$ cat src/rtl/reg_access_ctrl.sv
// Register-file access initiator: one rf access per request, response on a valid/ready channel.
// Optional write read-back check is compiled in with `define REG_ACCESS_VERIFY_EN.
module reg_access_ctrl #(
  parameter int WIDTH  = 16,
  parameter int ADDR_W = 4
) (
  input  logic              clk,
  input  logic              rst,
  input  logic              req_valid,
  output logic              req_ready,
  input  logic              req_write,
  input  logic [ADDR_W-1:0] req_addr,
  input  logic [WIDTH-1:0]  req_wdata,
  output logic              resp_valid,
  input  logic              resp_ready,
  output logic              resp_write,
  output logic [WIDTH-1:0]  resp_rdata,
  output logic              resp_err,
  output logic              busy,
  output logic              rf_en,
  output logic              rf_r_or_w,
  output logic [ADDR_W-1:0] rf_addr,
  output logic [WIDTH-1:0]  rf_wdata,
  input  logic [WIDTH-1:0]  rf_rdata
);

  typedef enum logic [1:0] {IDLE, ACCESS, VERIFY, RESP} state_t;

  state_t state;

  // The rf_* registers double as the latched request, so rf_wdata is also the verify reference.
  always_ff @(posedge clk or posedge rst) begin
    if (rst) begin
      state      <= IDLE;
      req_ready  <= 1'b1;
      resp_valid <= 1'b0;
      resp_write <= 1'b0;
      resp_rdata <= '0;
      resp_err   <= 1'b0;
      busy       <= 1'b0;
      rf_en      <= 1'b0;
      rf_r_or_w  <= 1'b0;
      rf_addr    <= '0;
      rf_wdata   <= '0;
    end else begin
      case (state)
        IDLE: begin
          if (req_valid && req_ready) begin
            state     <= ACCESS;
            req_ready <= 1'b0;
            busy      <= 1'b1;
            rf_en     <= 1'b1;
            rf_r_or_w <= req_write;
            rf_addr   <= req_addr;
            rf_wdata  <= req_wdata;
          end
        end
        ACCESS: begin
          resp_write <= rf_r_or_w;
          resp_err   <= 1'b0;
          if (rf_r_or_w) begin
            resp_rdata <= '0;
`ifdef REG_ACCESS_VERIFY_EN
            state      <= VERIFY;
            rf_r_or_w  <= 1'b0;
`else
            state      <= RESP;
            rf_en      <= 1'b0;
            resp_valid <= 1'b1;
`endif
          end else begin
            resp_rdata <= rf_rdata;
            state      <= RESP;
            rf_en      <= 1'b0;
            resp_valid <= 1'b1;
          end
        end
`ifdef REG_ACCESS_VERIFY_EN
        VERIFY: begin
          resp_rdata <= rf_rdata;
          resp_err   <= (rf_rdata != rf_wdata);
          state      <= RESP;
          rf_en      <= 1'b0;
          resp_valid <= 1'b1;
        end
`endif
        RESP: begin
          if (resp_ready) begin
            state      <= IDLE;
            resp_valid <= 1'b0;
            req_ready  <= 1'b1;
            busy       <= 1'b0;
          end
        end
        default: begin
          state      <= IDLE;
          req_ready  <= 1'b1;
          resp_valid <= 1'b0;
          busy       <= 1'b0;
          rf_en      <= 1'b0;
        end
      endcase
    end
  end

endmodule

$ cat config.mk
export PLATFORM = sky130hd
export DESIGN_NAME = reg_access_ctrl
export DESIGN_NICKNAME = d
export VERILOG_FILES = /design/src/rtl/reg_access_ctrl.sv
export SDC_FILE = /design/constraint.sdc
export NUM_CORES = 1
export LEC_CHECK = 0
export ABC_AREA = 1
export CAP_MARGIN = 5
export CORE_AREA = 2 2 90 92
export DETAILED_ROUTE_END_ITERATION = 8
export DIE_AREA = 0 0 92 94
export GPL_ROUTABILITY_DRIVEN = 1
export PLACE_DENSITY = 0.47
export SKIP_CTS_REPAIR_TIMING = 1
export SKIP_LAST_GASP = 1
export SLEW_MARGIN = 40
export SYNTH_ARGS = -nofsm -noshare
export SYNTH_HDL_FRONTEND = slang
export SYNTH_SLANG_ARGS = --single-unit
export TNS_END_PERCENT = 5
$ cat constraint.sdc
create_clock -name clk -period 1.5 [get_ports clk]
set_input_delay 0.15 -clock clk [delete_from_list [all_inputs] [get_ports clk]]
set_output_delay 0.15 -clock clk [all_outputs]
set_load 0.03 [all_outputs]
# ---- Word level (Yosys, flattened, before mapping)
# Index checks and enable logic that the tools add are counted.
# Widths: inputs -> output; s select.
dict set report totals {
  ff_bits 44
  in_bits 41
  word_cells 36
}
dict set report classes {
  bitwise 3
  eq_ne 4
  muxes 12
  reduce_logical 7
}
# operator n
set ops {}
lappend ops {{$mux 16} 1}
lappend ops {{$pmux 1 s3} 3}
lappend ops {{$reduce_and 2->1} 4}
lappend ops {{$pmux 2 s3} 1}
lappend ops {{$mux 1} 4}
lappend ops {{$mux 2} 2}
lappend ops {{$ne 2x2->1 const B} 2}
lappend ops {{$not 1->1} 3}
lappend ops {{$reduce_and 3->1} 1}
lappend ops {{$eq 2x1->1 const B} 1}
lappend ops {{$eq 2x2->1 const B} 1}
lappend ops {{$logic_not 2->1} 1}
lappend ops {{$pmux 1 s2} 1}
lappend ops {{$logic_and 1x1->1} 1}

# ---- Logic depth before layout (Yosys ltp)
# Gate-level depths: netlist (run 1).
dict set report logic_depth {
  depth_word 3
  ltp_mapped 6
}

# ---- Worst setup path after synthesis (run 1)
# Ideal clock, no wire load.
dict set report synth_timing {
  path_kind {register to register}
  start {register req_ready}
  end {register rf_addr[0]}
  path_buffers 1
  stages_incl_launch_ff 5
  required_time_ps 1381
  arrival_time_ps 1081
  slack_ps 301
  cell_sequence {dfstp_2 nand3_4 buf_4 nand2_1 o21ai_2}
}
dict set report synth_between {
  elab_chain_len 2
}
# item line_no
set synth_lines {}
lappend synth_lines {{start: declaration} 10} ;# output logic req_ready,
lappend synth_lines {{start signal: assignment} 35} ;# req_ready <= 1'b1;
lappend synth_lines {{start signal: assignment} 50} ;# req_ready <= 1'b0;
lappend synth_lines {{start signal: assignment} 91} ;# req_ready <= 1'b1;
lappend synth_lines {{$logic_and 1x1->1} 48} ;# if (req_valid && req_ready) begin
lappend synth_lines {{$reduce_and 2->1 (no line)} -}
lappend synth_lines {{end signal: assignment} 54} ;# rf_addr <= req_addr;
lappend synth_lines {{end: declaration} 22} ;# output logic [ADDR_W-1:0] rf_addr,
# Every way passes these cells.
# A chain may end at the register's enable or synchronous reset.

# ---- Worst setup path in the final report (run 1)
dict set report layout_timing {
  start {register resp_write}
  end {output port resp_write}
}
# item line_no
set layout_rtl {}
lappend layout_rtl {{start: declaration} 16} ;# output logic resp_write,
lappend layout_rtl {{start signal: assignment} 59} ;# resp_write <= rf_r_or_w;
# No word-level cell between the ends.

==> results.cfg, run 1 <==
[finish]
final_cell_area_um2 = 2949
num-fill-cells = 798
regArea_um2 = 1102
drive_above_1_share_pct = 14.80
syn_to_final_growth_pct = 59.15
antennaDiodeCount = 0
mostFrequentLayoutCell = nand2_1
multi_input_area_um2 = 569.3
fin_nets = 317
final_cell_mix = nand2_1 (82), clkdlybuf4s50_1 (80), dfrtp_1 (43), inv_1 (23), o21ai_2 (21)
utilization_pct = 38.77

[clock_tree]
cts_sinks = 44
insertion_delay_ns = 0.30
tritoncts = built
h-tree-depth = 2
root_buffer = clkbuf_8
cts_buffers = 5
clkTransAtPathRegs_ns = 0.09
clk_path_buf_depth = 2

[critical_path]
cpPeakStageDelay_ns = 0.68
cp-end-kind = output pin
path_cells = clkdlybuf4s50_1
worst-path-max-fanout = 2
setup.worst_path.start_class = register
critPathKind = reg2out
crit_arrival_ns = 1.35
cp_top_family = buffers and inverters
path_buf_inv = 1
worstPathRequired_ns = 1.35
critPathSlowestCell = clkdlybuf4s50_1

[drt]
vias_per_cell = 3.807
wirelength_um = 4055
drt_iter0_markers = 67
drc = 0
num_vias = 1443
final_antenna_net_count = 0
firstDrtPassIters = 4
wl_per_cell_um = 10.70

[place]
io_buffer_count = 82
gp_congestion = 0.6573
place_hpwl_um = 3026
place_area_um2 = 2785

[power_and_ir_drop]
leakage_nw = 1.449
ir_drop_v = 0.0008260
p_per_area_nw_per_um2 = 2252

[floorplan]
core-area_um2 = 7607
dieArea_um2 = 8648
io_pins = 84
fp-row-count = 32
fp.dieW_um = 92
initial_utilization_pct = 24.36
die_h_um = 94

[yosys]
synth_top_family_by_area = simple AND/OR/NAND/NOR gates
syn_area_um2 = 1853
yosysWarnings = 0
ys_seq_area_share_pct = 59.49
syn_nets = 231
synthMuxAreaShare_pct = 0
synth_xor_area_share_pct = 0
synthDistinctLibCells = 17
synthAdderAreaFrac_pct = 0
ys_seq_elements = 44
synth-simple-area-share_pct = 19.92
avgSynthCellArea_um2 = 9.753
postSynthCellCount = 190
synth_compound_gate_area_share_pct = 10.60

[sta]
finalCritPeriodShare_pct = 100.1
max_freq_mhz = 666.2
final_max_slew_viol_count = 0
hold_viol = 0
skew_ns = 0.007866
setup_viol = 1
rsz0062_at_grt = true
fin_crit_ns = 1.501
setup_ws_ns = -0.001109

[run_status]
status = finished, violations left
failed_checks = negative setup slack

[grt]
grtUsageMet1_pct = 12.22
grt-ovfl-total = 0
antenna_found_initial = 0
grt_pass1_vias = 1413
grt_busiest_layer = met2
grt_max_degree = 29
track_usage_pct = 9.847
grt_pass1_wl_um = 6672
grt_use_met2_pct = 16.18
globalRouteMet3Util_pct = 2.488

[run]
cap_violations = 0

[hold_path]
hp-class = in2async
[Yosys cell counts (all sizes together)]
cell | count | share of area [%]
dfrtp | 43 | 58
nand3 | 3 | 1.5
o21ai | 21 | 9.9
a21oi | 1 | 0.27
dfstp | 1 | 1.4
conb | 1 | 0.20
nor2 | 3 | 1.1
inv | 24 | 4.9
nand2 | 84 | 17
buf | 8 | 4.9
a21boi | 1 | 0.41
[stage by stage]
step / setup TNS (ns) / instances / hold slack (ns) / power [mW] / setup WS, ns
2_1_floorplan: 0 / 190 / 0.2596 / 4.204 / 0.3007
3_3_place_gp: 0 / 371 / 0.4584 / 5.462 / 0.1228
3_5_place_dp: 0 / 371 / 0.4644 / 5.488 / 0.1117
4_1_cts: -0.4077 / 379 / 0.1750 / 6.769 / -0.2244
5_1_grt: -0.9943 / 379 / 0.2147 / 7.090 / -0.06544
6_report: -0.001109 / 379 / 0.1736 / 6.640 / -0.001109
[worst reg2reg max path, cell delays in order, from the launching register on]
cell and delay, ns:
dfrtp_1 0.44, inv_1 0.11, nand2_2 0.13, nor2_4 0.34, nand2_1 0.10, nand2_1 0.07
[sequential cells by signal (all words and copies together), names as in the netlist, 2 cells and up]
| name | count |
|---|---|
| resp_rdata | 16 |
| rf_addr | 4 |
| rf_wdata | 16 |
| state | 2 |
[area by class of cell]
class                   instances  share of cell area, %
inverters                      24                  3.055
well taps                     102                  4.328
multi-input cells             114                  19.30
clock inverters                 3                  3.055
clock buffers                   5                  2.333
flip-flops and latches         44                  37.38
repair buffers                 87                  30.55
[path summary, 6_finish.rpt]
path,from,to,slack (ns),depth (start not counted)
setup / recovery,resp_write$_DFFE_PP0P_,resp_write,-0.001,1
hold / removal,rst,resp_rdata[14]$_DFFE_PP0P_,0.17,3
setup reg to reg,state[1]$_DFFE_PP0P_,resp_rdata[3]$_DFFE_PP0P_,0.25,5
hold reg to reg,rf_en$_DFFE_PP0P_,rf_en$_DFFE_PP0P_,0.48,2
max in group asynchronous,rst,req_ready$_DFFE_PP1P_,1.09,3
min in group clk,rf_rdata[10],resp_rdata[10]$_DFFE_PP0P_,0.38,3
[power by group]
group / internal [mW] / switching [mW] / total, mW
clock network: 0.833 / 0.408 / 1.24
registers: 1.74 / 0.333 / 2.07
logic: 1.38 / 1.95 / 3.33
total: 3.95 / 2.69 / 6.64
[kinds of logic after synthesis]
group | count (synthesis)
compound gates | 23
buf+inv | 32
flops | 44
other cells | 1
simple gates | 90
[per-layer routing]
metal	wire length, um	vias to the layer above
li1	-	743
met1	1768	645
met2	1968	48
met3	245	7
met4	72	0
met5	0	-
Power figures use the tool's default switching activity.
==> run 2: changes to the inputs <==
Settings changed: CTS_CLUSTER_DIAMETER set to 200.
Clock period 1.5 ns to 1.8 ns, I/O delays scaled along.
==> run 2 against run 1 <==
The run now ends clean. Die area unchanged. Total power shrank 23%. Worst hold slack improved by 0.072 ns. Sequential share of layout area up 1.4 points. First-iteration DRC count is 28% lower. Critical path depth did not move. Core utilization fell by 1.4 points. Sequential power decreased by 17%. Critical path type unchanged. Largest cell class unchanged.
==> results.cfg, run 2 (synthesis results as in run 1) <==
[run_status]
status = complete, no violations

[hold_path]
hp-class = in2async

[place]
place_area_um2 = 2753
gp_congestion = 0.6331
post-place-ws_ns = 0.3875
dp_cells = 370
io_buffer_count = 82
place_hpwl_um = 2852

[grt]
antenna_found_initial = 0
grt_pass1_vias = 1491
grt_pass1_wl_um = 6762
track_usage_pct = 9.811
grt_max_degree = 45
grt-ovfl-total = 0

[clock_tree]
insertion_delay_ns = 0.29
root_buffer = clkbuf_8
clkTransAtPathRegs_ns = 0.08
cts_sinks = 44
h-tree-depth = 2
cts_buffers = 5
clk_path_buf_depth = 2
tritoncts = built

[sta]
whs_ns = 0.2451
rsz0062_at_grt = false
max_freq_mhz = 581.5
hold_viol = 0
setup_ws_ns = 0.08031
setup_tns_ns = 0
setup_viol = 0
finalCritPeriodShare_pct = 95.54
skew_ns = 0.003408
final_max_slew_viol_count = 0
fin_crit_ns = 1.720

[critical_path]
critPathSlowestCell = clkdlybuf4s50_1
setup.worst_path.start_class = register
crit_arrival_ns = 1.54
cp_top_family = buffers and inverters
rrSetupSlack_ns = 0.52
worst-path-max-fanout = 4
critPathLaunch = req_ready$_DFFE_PP1P_
r2r_cells = 5
cpPeakStageDelay_ns = 0.68
endpoint = req_ready
path_cells = clkdlybuf4s50_1
r2r-start = state[1]$_DFFE_PP0P_
r2r-end = resp_rdata[13]$_DFFE_PP0P_
worstPathRequired_ns = 1.62
cp-end-kind = output pin
cp.depth = 1
path_buf_inv = 1
critPathKind = reg2out

[run]
cap_violations = 0

[finish]
drive_above_1_share_pct = 13.77
final_cell_area_um2 = 2843
num-fill-cells = 811
final_cell_mix = nand2_1 (82), clkdlybuf4s50_1 (82), dfrtp_1 (43), inv_1 (23), o21ai_2 (21)
syn_to_final_growth_pct = 53.41
final_cells = 378
largestRegisters = resp_rdata x16, rf_wdata x16, rf_addr x4
antennaDiodeCount = 0
utilization_pct = 37.37
fin_nets = 316

[floorplan]
initial_utilization_pct = 24.36
dieArea_um2 = 8648
die_h_um = 94
fp.dieW_um = 92
fp-row-count = 32
core-area_um2 = 7607
io_pins = 84

[drt]
wl_per_cell_um = 10.61
firstDrtPassIters = 4
num_vias = 1470
vias_per_cell = 3.889
drc = 0
final_antenna_net_count = 0
drt_iter0_markers = 48
wirelength_um = 4010

[power_and_ir_drop]
leakage_nw = 1.377
ir_drop_v = 0.0005312
fin_total_pwr_mw = 5.098
p_per_area_nw_per_um2 = 1793
[run 2: changes by cell type in the layout (fill, tap and decap cells not counted), sizes merged]
cell / change
buf: -1
clkbuf: +3
bufinv: -3
dlymetal6s2s: -2
clkdlybuf4s50: +2
[run 2: where the power goes]
| group | switching [mW] | total (mW) | internal [mW] |
|---|---|---|---|
| Combinational | 1.62 | 2.75 | 1.13 |
| Clock | 0.313 | 0.626 | 0.313 |
| Sequential | 0.275 | 1.72 | 1.45 |
| Total | 2.21 | 5.10 | 2.89 |
[run 2: cell type report]
type	instances	area (um2)	area share (%)
tap	102	127.6	4.489
clock buffer	8	90.09	3.169
timing repair buffer	86	863.3	30.37
sequential	44	1102	38.78
multi-input combinational	114	569.3	20.03
inverter	24	90.09	3.169
[run 2: layer usage]
layer  vias to the layer above  GRT usage, %  part of all wire [%]  routed length, um
met5                         -             0                     0                  0
met4                         0         2.985                  0.42                 17
li1                        741             -                     -                  -
met2                        46         16.42                    48               1923
met3                         2         3.291                   5.9                238
met1                       681         12.02                    46               1831
[run 2: how the worst min path moves through the flow]
stage                           endpoint  slack [ns]  cells past startpoint                 startpoint
6_report       resp_rdata[6]$_DFFE_PP0P_        0.25                      3                        rst
5_1_grt        resp_rdata[6]$_DFFE_PP0P_        0.27                      3                        rst
4_1_cts        resp_rdata[6]$_DFFE_PP0P_        0.24                      3                        rst
3_5_place_dp   resp_rdata[5]$_DFFE_PP0P_        0.46                      2  resp_rdata[5]$_DFFE_PP0P_
3_3_place_gp           rf_en$_DFFE_PP0P_        0.46                      2          rf_en$_DFFE_PP0P_
2_1_floorplan  resp_rdata[0]$_DFFE_PP0P_        0.29                      2                rf_rdata[0]
==> run 3: changes to the inputs <==
Settings changed: CORE_AREA 2 2 90 92 to 2 2 69 119, DIE_AREA 0 0 92 94 to 0 0 71 121, HOLD_SLACK_MARGIN set to 0.08, PLACE_DENSITY 0.47 to 0.48.
==> run 3 against run 2 <==
Sequential share of layout area down 0.62 points. Worst hold slack better by 0.011 ns. Total power up 6.1%. Critical path type unchanged. Critical endpoint unchanged. Largest power group unchanged.
==> results.cfg, run 3 (synthesis results as in run 1) <==
[run_status]
status = complete, no violations

[grt]
grt_pass1_wl_um = 7003
grt-ovfl-total = 0
antenna_found_initial = 0
grt_max_degree = 45
grt_pass1_vias = 1449
track_usage_pct = 10.56

[drt]
drc = 0
wirelength_um = 4195
drt_iter0_markers = 51
final_antenna_net_count = 0
wl_per_cell_um = 11.56
num_vias = 1430
firstDrtPassIters = 3
vias_per_cell = 3.939

[place]
place_area_um2 = 2740
dp_cells = 355
place_hpwl_um = 3039
gp_congestion = 0.6845
io_buffer_count = 82

[critical_path]
crit_arrival_ns = 1.53
path_cells = clkdlybuf4s50_1
critPathSlowestCell = clkdlybuf4s50_1
setup.worst_path.start_class = register
cp_top_family = buffers and inverters
path_buf_inv = 1
critPathKind = reg2out
cp-end-kind = output pin
cpPeakStageDelay_ns = 0.68
worst-path-max-fanout = 4
r2r-start = state[1]$_DFFE_PP0P_
critPathLaunch = req_ready$_DFFE_PP1P_
worstPathRequired_ns = 1.62

[sta]
setup_viol = 0
hold_viol = 0
skew_ns = 0.004738
finalCritPeriodShare_pct = 94.85
max_freq_mhz = 585.7
rsz0062_at_grt = false
setup_tns_ns = 0
final_max_slew_viol_count = 0
fin_crit_ns = 1.707

[finish]
final_cell_area_um2 = 2889
final_cells = 363
fin_nets = 315
largestRegisters = resp_rdata x16, rf_wdata x16, rf_addr x4
antennaDiodeCount = 0
drive_above_1_share_pct = 14.18
syn_to_final_growth_pct = 55.91
final_cell_mix = nand2_1 (82), clkdlybuf4s50_1 (82), dfrtp_1 (43), inv_1 (23), o21ai_2 (21)

[clock_tree]
tritoncts = built
cts_sinks = 44
h-tree-depth = 2
clkTransAtPathRegs_ns = 0.06
insertion_delay_ns = 0.28
cts_buffers = 5
root_buffer = clkbuf_16
clk_path_buf_depth = 2

[floorplan]
dieArea_um2 = 8591
core-area_um2 = 7620
initial_utilization_pct = 24.32
fp-row-count = 42
die_h_um = 121
io_pins = 84
fp.dieW_um = 71

[power_and_ir_drop]
p_per_area_nw_per_um2 = 1872
leakage_nw = 1.410
ir_drop_v = 0.0005838

[hold_path]
hp-class = in2async

[run]
cap_violations = 0
==> run 3: final timing paths <==
kind | endpoint | slack, ns | cells past startpoint
worst max-delay path | req_ready | 0.09 | 1
worst min-delay path | resp_rdata[9]$_DFFE_PP0P_ | 0.26 | 3
worst max register to register | resp_rdata[8]$_DFFE_PP0P_ | 0.49 | 5
worst min register to register | busy$_DFFE_PP0P_ | 0.47 | 2
max in group asynchronous | req_ready$_DFFE_PP1P_ | 1.28 | 3
min in group clk | resp_rdata[4]$_DFFE_PP0P_ | 0.42 | 3
==> run 3: through the flow <==
step | total power, mW | setup WS (ns) | hold WS [ns] | util, %
floorplan | 3.504 | 0.5906 | 0.2896 | -
global placement | 4.544 | 0.3968 | 0.4609 | 35.96
detailed placement | 4.567 | 0.3900 | 0.4600 | 35.96
CTS | 5.524 | 0.07664 | 0.2660 | 37.91
global route | 5.765 | 0.04548 | 0.2840 | 37.91
finish | 5.407 | 0.09277 | 0.2556 | 37.91
==> run 3: worst register-to-register path, stage by stage, from the launching register on <==
cell	delay (ns)
dfrtp_1	0.43
inv_1	0.10
nand2_2	0.15
nor2_4	0.39
nand2_1	0.11
nand2_1	0.07
==> run 3: power breakdown <==
part	switching, mW	leakage, nW	internal [mW]
registers	0.265	0.552	1.45
clock network	0.363	0.0766	0.547
logic	1.65	0.782	1.13
total	2.28	1.41	3.13
==> run 3: final cells by class <==
class	instances	area, um2
clock inverters	2	10.01
inverters	24	90.09
multi-input cells	114	569.3
repair buffers	85	868.3
fillers	773	4731
clock buffers	6	138.9
well taps	88	110.1
flip-flops and latches	44	1102
==> run 3: layer usage <==
metal  GRT usage, %  wire length [um]  vias to the layer above
li1               -                 -                      734
met1          11.18              1558                      650
met2          18.69              2328                       40
met3          2.575               195                        6
met4          6.014               112                        0
met5              0                 0                        -
